--- config.mk ---
export PLATFORM = sky130hd
export DESIGN_NAME = microrv32_bus_arbiter
export DESIGN_NICKNAME = d
export VERILOG_FILES = /design/src/rtl/microrv32_bus_arbiter.sv
export SDC_FILE = /design/constraint.sdc
export NUM_CORES = 1
export LEC_CHECK = 0
export CAP_MARGIN = 20
export CORE_MARGIN = 4
export CORE_UTILIZATION = 36
export DETAILED_ROUTE_END_ITERATION = 8
export GPL_TIMING_DRIVEN = 0
export HOLD_SLACK_MARGIN = 0.12
export PLACE_DENSITY = 0.77
export SYNTH_ARGS = -nofsm -noshare
export SYNTH_HDL_FRONTEND = slang
export SYNTH_SLANG_ARGS = --single-unit
export TNS_END_PERCENT = 30
--- constraint.sdc ---
create_clock -name clk -period 1.9 [get_ports clk]
set_clock_uncertainty 0.2 [all_clocks]
set_input_delay 0.38 -clock clk [delete_from_list [all_inputs] [get_ports clk]]
set_output_delay 0.38 -clock clk [all_outputs]
set_load 0.01 [all_outputs]
--- src/rtl/microrv32_bus_arbiter.sv ---
// Two-master round-robin arbiter for the MicroRV32 shared bus.
// Serialises CPU (m0) and debug/loader (m1) transactions onto one slave port, with timeout error.
module microrv32_bus_arbiter #(
  parameter int unsigned ADDR_W  = 32,
  parameter int unsigned DATA_W  = 32,
  parameter int unsigned TIMEOUT = 255
) (
  input  logic                clk,
  input  logic                rstn,
  input  logic                m0_valid,
  input  logic [ADDR_W-1:0]   m0_addr,
  input  logic [DATA_W-1:0]   m0_wdata,
  input  logic [DATA_W/8-1:0] m0_wstrb,
  output logic [DATA_W-1:0]   m0_rdata,
  output logic                m0_ready,
  output logic                m0_err,
  input  logic                m1_valid,
  input  logic [ADDR_W-1:0]   m1_addr,
  input  logic [DATA_W-1:0]   m1_wdata,
  input  logic [DATA_W/8-1:0] m1_wstrb,
  output logic [DATA_W-1:0]   m1_rdata,
  output logic                m1_ready,
  output logic                m1_err,
  output logic                s_valid,
  output logic [ADDR_W-1:0]   s_addr,
  output logic [DATA_W-1:0]   s_wdata,
  output logic [DATA_W/8-1:0] s_wstrb,
  input  logic [DATA_W-1:0]   s_rdata,
  input  logic                s_ready,
  output logic [1:0]          grant
);

  localparam int unsigned   STRB_W   = DATA_W / 8;
  localparam logic [7:0]    CNT_LAST = 8'(TIMEOUT - 1);

  typedef enum logic [1:0] {
    ST_IDLE,
    ST_BUSY,
    ST_RESP
  } state_t;

  state_t              r_state;
  state_t              w_next;
  logic                r_owner;
  logic                r_last;
  logic [ADDR_W-1:0]   r_addr;
  logic [DATA_W-1:0]   r_wdata;
  logic [STRB_W-1:0]   r_wstrb;
  logic [DATA_W-1:0]   r_rdata;
  logic                r_err;
  logic [7:0]          r_cnt;

  logic                w_req_any;
  logic                w_pick;
  logic                w_timeout;

  assign w_req_any = m0_valid | m1_valid;
  // On a tie the master that did not win last time is chosen.
  assign w_pick    = (m0_valid && m1_valid) ? ~r_last : m1_valid;
  assign w_timeout = (r_cnt == CNT_LAST);

  always_ff @(posedge clk or negedge rstn) begin
    if (!rstn) r_state <= ST_IDLE;
    else       r_state <= w_next;
  end

  always_comb begin
    w_next = r_state;
    case (r_state)
      ST_IDLE: if (w_req_any) w_next = ST_BUSY;
      ST_BUSY: if (s_ready || w_timeout) w_next = ST_RESP;
      ST_RESP: w_next = ST_IDLE;
      default: w_next = ST_IDLE;
    endcase
  end

  always_ff @(posedge clk or negedge rstn) begin
    if (!rstn) begin
      r_owner <= 1'b0;
      r_last  <= 1'b1;
      r_addr  <= '0;
      r_wdata <= '0;
      r_wstrb <= '0;
      r_rdata <= '0;
      r_err   <= 1'b0;
      r_cnt   <= '0;
    end else begin
      case (r_state)
        ST_IDLE: begin
          if (w_req_any) begin
            r_owner <= w_pick;
            r_last  <= w_pick;
            r_addr  <= w_pick ? m1_addr  : m0_addr;
            r_wdata <= w_pick ? m1_wdata : m0_wdata;
            r_wstrb <= w_pick ? m1_wstrb : m0_wstrb;
            r_cnt   <= '0;
          end
        end
        ST_BUSY: begin
          // s_ready takes priority over an expiring timeout in the same cycle.
          if (s_ready) begin
            r_rdata <= s_rdata;
            r_err   <= 1'b0;
          end else if (w_timeout) begin
            r_rdata <= '0;
            r_err   <= 1'b1;
          end else begin
            r_cnt   <= r_cnt + 8'd1;
          end
        end
        default: ;
      endcase
    end
  end

  always_comb begin
    s_valid  = 1'b0;
    s_addr   = '0;
    s_wdata  = '0;
    s_wstrb  = '0;
    grant    = 2'b00;
    m0_ready = 1'b0;
    m0_err   = 1'b0;
    m0_rdata = '0;
    m1_ready = 1'b0;
    m1_err   = 1'b0;
    m1_rdata = '0;
    case (r_state)
      ST_BUSY: begin
        s_valid = 1'b1;
        s_addr  = r_addr;
        s_wdata = r_wdata;
        s_wstrb = r_wstrb;
        grant   = r_owner ? 2'b10 : 2'b01;
      end
      ST_RESP: begin
        grant = r_owner ? 2'b10 : 2'b01;
        if (r_owner) begin
          m1_ready = 1'b1;
          m1_err   = r_err;
          m1_rdata = r_rdata;
        end else begin
          m0_ready = 1'b1;
          m0_err   = r_err;
          m0_rdata = r_rdata;
        end
      end
      default: ;
    endcase
  end

endmodule

==> summary.log, run 1 <==
[placement] half-perimeter wire length after placement 16000 um
[pwr] static power due to leakage 0.00496 uW
[finish] layout cells sized above 1 29.9%
[critical_path] Bufs and invs on worst path 5
[global_routing] maximum number of pins on one net before global-route repair 58
[routing] Routed Antenna Nets 0
[clock_tree] CTS Sinks 113
[global_routing] global routing met2 resource utilization 40.2%
[status] status finished with violations
[critical_path] cell chain of the critical path inv_2 > ha_4 > nor2b_4 > buf_12 > buf_8 > buf_6 > and2_4 > buf_6
[routing] number of remaining DRC errors 0
[clock_tree] number of buffers on the longest clock path 2
[clock_tree] clock latency on the worst-skew pair 0.41 ns
[die] area of the core 15900 um^2
[critical_path] kind of launch point of the worst setup path flip-flop
[logic_synthesis] share of the synthesized area in the top cell type 47.5%
[sta] worst slew slack as a fraction of its limit 62.2%
[logic_synthesis] Area contributors post-synth dfrtp_1 (48%), mux2i_1 (12%), and2_1 (11%)
[critical_path] terminus of the critical flop-to-flop path r_cnt[5]
[critical_path] Setup crit end kind primary output
[sta] maximum clock frequency 398 MHz
[placement] number of buffer cells added on primary ports 311
[routing] total wirelength of the detailed-routed design 21700 um
[sta] minimum clock period 2.51 ns
[status] violations in the final reports setup timing
[global_routing] busiest layer in global routing met2
[clock_tree] CTS buffer count 17
[min_path] hold path cells 2
[pwr] power density of the placed cells 1340 nW/um^2
[sta] pin slew with the least headroom to its limit 0.566 ns
[routing] First-pass DRT Iterations 4
[routing] ratio of routed vias to standard cells 4.95
[logic_synthesis] unique cell type count in the Yosys netlist 32
[pwr] Peak supply drop 0.622 mV
[critical_path] worst reg2reg path startpoint r_state[0]
[critical_path] WP data arrival 1.93 ns
[clock_tree] clk slew on worst S/H paths 0.05 ns
[logic_synthesis] Yosys top cell by area dfrtp_1
[flow_run] Max-Cap Viols 0
[critical_path] most used cell, CP buf_6
[routing] number of vias in the routed layout 5889
[routing] violation count after the first detailed-route iteration 188
[finish] area taken by multi-input logic gates 2980 um^2
[min_path] destination of the worst hold path r_wdata[26]
[global_routing] overflow left after global routing 0
[finish] number of fill cells in the layout 1325
[critical_path] worst-path cell with the longest stage delay dfrtp_1
[sta] Max Slew Vio Count 0
[routing] wire per inst 18.2 um
[placement] Placed Cells incl. Taps 1131
[logic_synthesis] yosys warns 0
[global_routing] initial antenna violation count 1
[finish] antenna cells 0
[global_routing] GRT Total Usage 22.9%
[logic_synthesis] synthesized net count 781
[die] floorplan die area 18500 um^2
[sta] RSZ-0062 raised after global routing yes
[clock_tree] H-tree levels 4
[critical_path] largest driver fanout on the critical path 6
[die] number of placed I/O pins 312
[die] number of rows created at floorplan 46
[critical_path] Worst R2R Setup Slack -0.24 ns
[die] die extent in x 136 um
[placement] dpl ws -1.27 ns
[critical_path] cell family with the largest share of critical-path delay buffers and inverters
[min_path] HP Start r_wdata[26]
[finish] post-route non-filler standard cell count 1190
[logic_synthesis] register bit total from synthesis 113
[critical_path] kind of critical path reg -> out
[placement] final weighted congestion of routability-driven global placement 0.824
[min_path] type of the most critical hold path reg -> reg
[logic_synthesis] Mapped Cells 603
[finish] Sequential Area 2830 um^2
[critical_path] Reg2Reg Depth 8
[finish] NumNets Final 1140
[critical_path] required time reported for the critical path endpoint 1.32 ns
[clock_tree] CTS tree yes
[global_routing] grt met1 use 24.9%
[sta] worst-case setup margin in the final layout -0.612 ns
[global_routing] via count of the first global-routing pass 5974
[finish] area delta synth->final 75.6%
[critical_path] worst stage delay on the critical path 0.40 ns
[logic_synthesis] syn avg cell area 9.78 um^2
[die] initial standard-cell utilization of the core 37.0%
[logic_synthesis] share of the yosys chip area belonging to registers 48.0%
[clock_tree] root buffer cell clkbuf_16
[sta] part of the cycle the worst path needs 132%
[sta] setup-violating endpoint count in the final report 245
[sta] final hold violation count 0
[global_routing] global-route wire length before repair 32300 um
[global_routing] met3 GRT Util 8.44%
[logic_synthesis] mapped cell area 5900 um^2
[die] die extent in y 136 um
## report_power, final
part / internal, uW / leakage (uW) / switching [uW] / total (uW)
combinational: 3440 / 0.00327 / 3180 / 6620
clock: 1970 / 0.000281 / 1090 / 3060
sequential: 3520 / 0.00140 / 683 / 4200
total: 8930 / 0.00496 / 4950 / 13900
## worst min-delay path, stage by stage, from the launching register on
cell and delay (ns):
dfrtp_1 0.33, nand2_1 0.04, o21ai_0 0.05
## routing by layer
| metal | share of wire [%] | up-vias |
|---|---|---|
| li1 | - | 2800 |
| met1 | 37 | 2776 |
| met2 | 50 | 276 |
| met3 | 10 | 35 |
| met4 | 2.7 | 2 |
| met5 | 0.060 | - |
## area by class of cell
cell class | count | share of cell area [%]
sequential | 113 | 27.3
timing repair buffer | 340 | 31.0
clock buffer | 20 | 4.41
inverter | 4 | 0.145
tap | 216 | 2.61
clock inverter | 11 | 1.10
buffer | 49 | 4.61
multi-input combinational | 437 | 28.8
## kinds of logic after synthesis
logic type | share of synthesized area, %
buffers and inverters | 3.99
DFF | 48.0
AOI/OAI and AO/OA | 13.9
muxes | 11.9
and+or+nand+nor | 21.2
adders and majority gates | 1.06
## flip-flops by register name, indices dropped and copies added (netlist names)
name and count:
r_last 1, r_state 2, r_err 1, r_cnt 8, r_owner 1, r_addr 32
r_wdata 32, r_rdata 32, r_wstrb 4
## cell usage in the layout, fill, tap and decap left out, types with 22 or more instances in the layout
| cell type | instances |
|---|---|
| buf_4 | 25 |
| buf_6 | 65 |
| and2_4 | 29 |
| and3_1 | 30 |
| dfrtp_1 | 111 |
| mux2i_1 | 70 |
| o21ai_0 | 67 |
| clkdlybuf4s15_2 | 22 |
| buf_2 | 54 |
| a22o_1 | 34 |
| and2_1 | 75 |
| nand2_1 | 78 |
| clkdlybuf4s50_1 | 170 |
## metrics by stage
| step | hold WS (ns) | area, um^2 | total power, uW | setup TNS (ns) | utilization, % |
|---|---|---|---|---|---|
| 6_report | 0.268 | 10400 | 13900 | -67.86 | 65.0 |
| 5_1_grt | 0.282 | 10400 | 14800 | -89.19 | 65.0 |
| 4_1_cts | 0.268 | 10300 | 13700 | -80.25 | 64.7 |
| 3_5_place_dp | 0.182 | 9330 | 10100 | -177.99 | 58.5 |
| 3_3_place_gp | 0.253 | 9300 | 9940 | -651.97 | 58.3 |
| 2_1_floorplan | -0.116 | 5910 | 7080 | 0 | - |
## Yosys cell counts, drive strengths merged
cell / n
nand3: 2
nand4: 2
nand2: 78
o22ai: 1
a21boi: 1
o21ai: 74
nand3b: 1
inv: 4
o21ba: 2
nor2: 6
o21bai: 1
and2: 104
dfstp: 1
clkbuf: 36
a31oi: 5
a22oi: 1
mux2i: 70
buf: 14
a41oi: 1
nor2b: 2
a22o: 34
and3: 35
a21o: 1
and4: 1
a21oi: 7
dfrtp: 112
ha: 5
nor3: 2
## worst max path at each step
stage,cells past startpoint,endpoint,slack [ns],start
6_report,8,m0_rdata[18],-0.61,r_state[0]
5_1_grt,8,m0_rdata[21],-0.67,r_state[0]
4_1_cts,8,m0_rdata[18],-0.65,r_state[0]
3_5_place_dp,6,r_cnt[7],-1.27,m0_valid
3_3_place_gp,1,r_addr[9],-4.27,rstn
2_1_floorplan,6,s_addr[0],0.01,r_state[1]
## what timing repair did
item	in CTS	in global routing
endpoints found under the hold margin	56	0
resized for setup	544	188
setup endpoints to repair	247	247
setup buffers	15	8
gates cloned	5	0
hold buffers	1	0
pin swaps	19	1
(Power assumes the default switching activity.)
==> inputs of run 2 (changes only) <==
--- a/config.mk
+++ b/config.mk
@@ -8,10 +8,12 @@
 export CAP_MARGIN = 20
 export CORE_MARGIN = 4
 export CORE_UTILIZATION = 36
+export CTS_CLUSTER_DIAMETER = 120
 export DETAILED_ROUTE_END_ITERATION = 8
 export GPL_TIMING_DRIVEN = 0
 export HOLD_SLACK_MARGIN = 0.12
 export PLACE_DENSITY = 0.77
+export SLEW_MARGIN = 10
 export SYNTH_ARGS = -nofsm -noshare
 export SYNTH_HDL_FRONTEND = slang
 export SYNTH_SLANG_ARGS = --single-unit
==> results of run 2 <==
The final DEF is identical to that of run 1; final timing and power are the same.
==> inputs of run 3 (changes only) <==
--- a/config.mk
+++ b/config.mk
@@ -9,6 +9,7 @@
 export CORE_MARGIN = 4
 export CORE_UTILIZATION = 36
 export CTS_CLUSTER_DIAMETER = 120
+export CTS_CLUSTER_SIZE = 16
 export DETAILED_ROUTE_END_ITERATION = 8
 export GPL_TIMING_DRIVEN = 0
 export HOLD_SLACK_MARGIN = 0.12
==> results of run 3 <==
The final DEF is identical to that of run 1; final timing and power are the same.
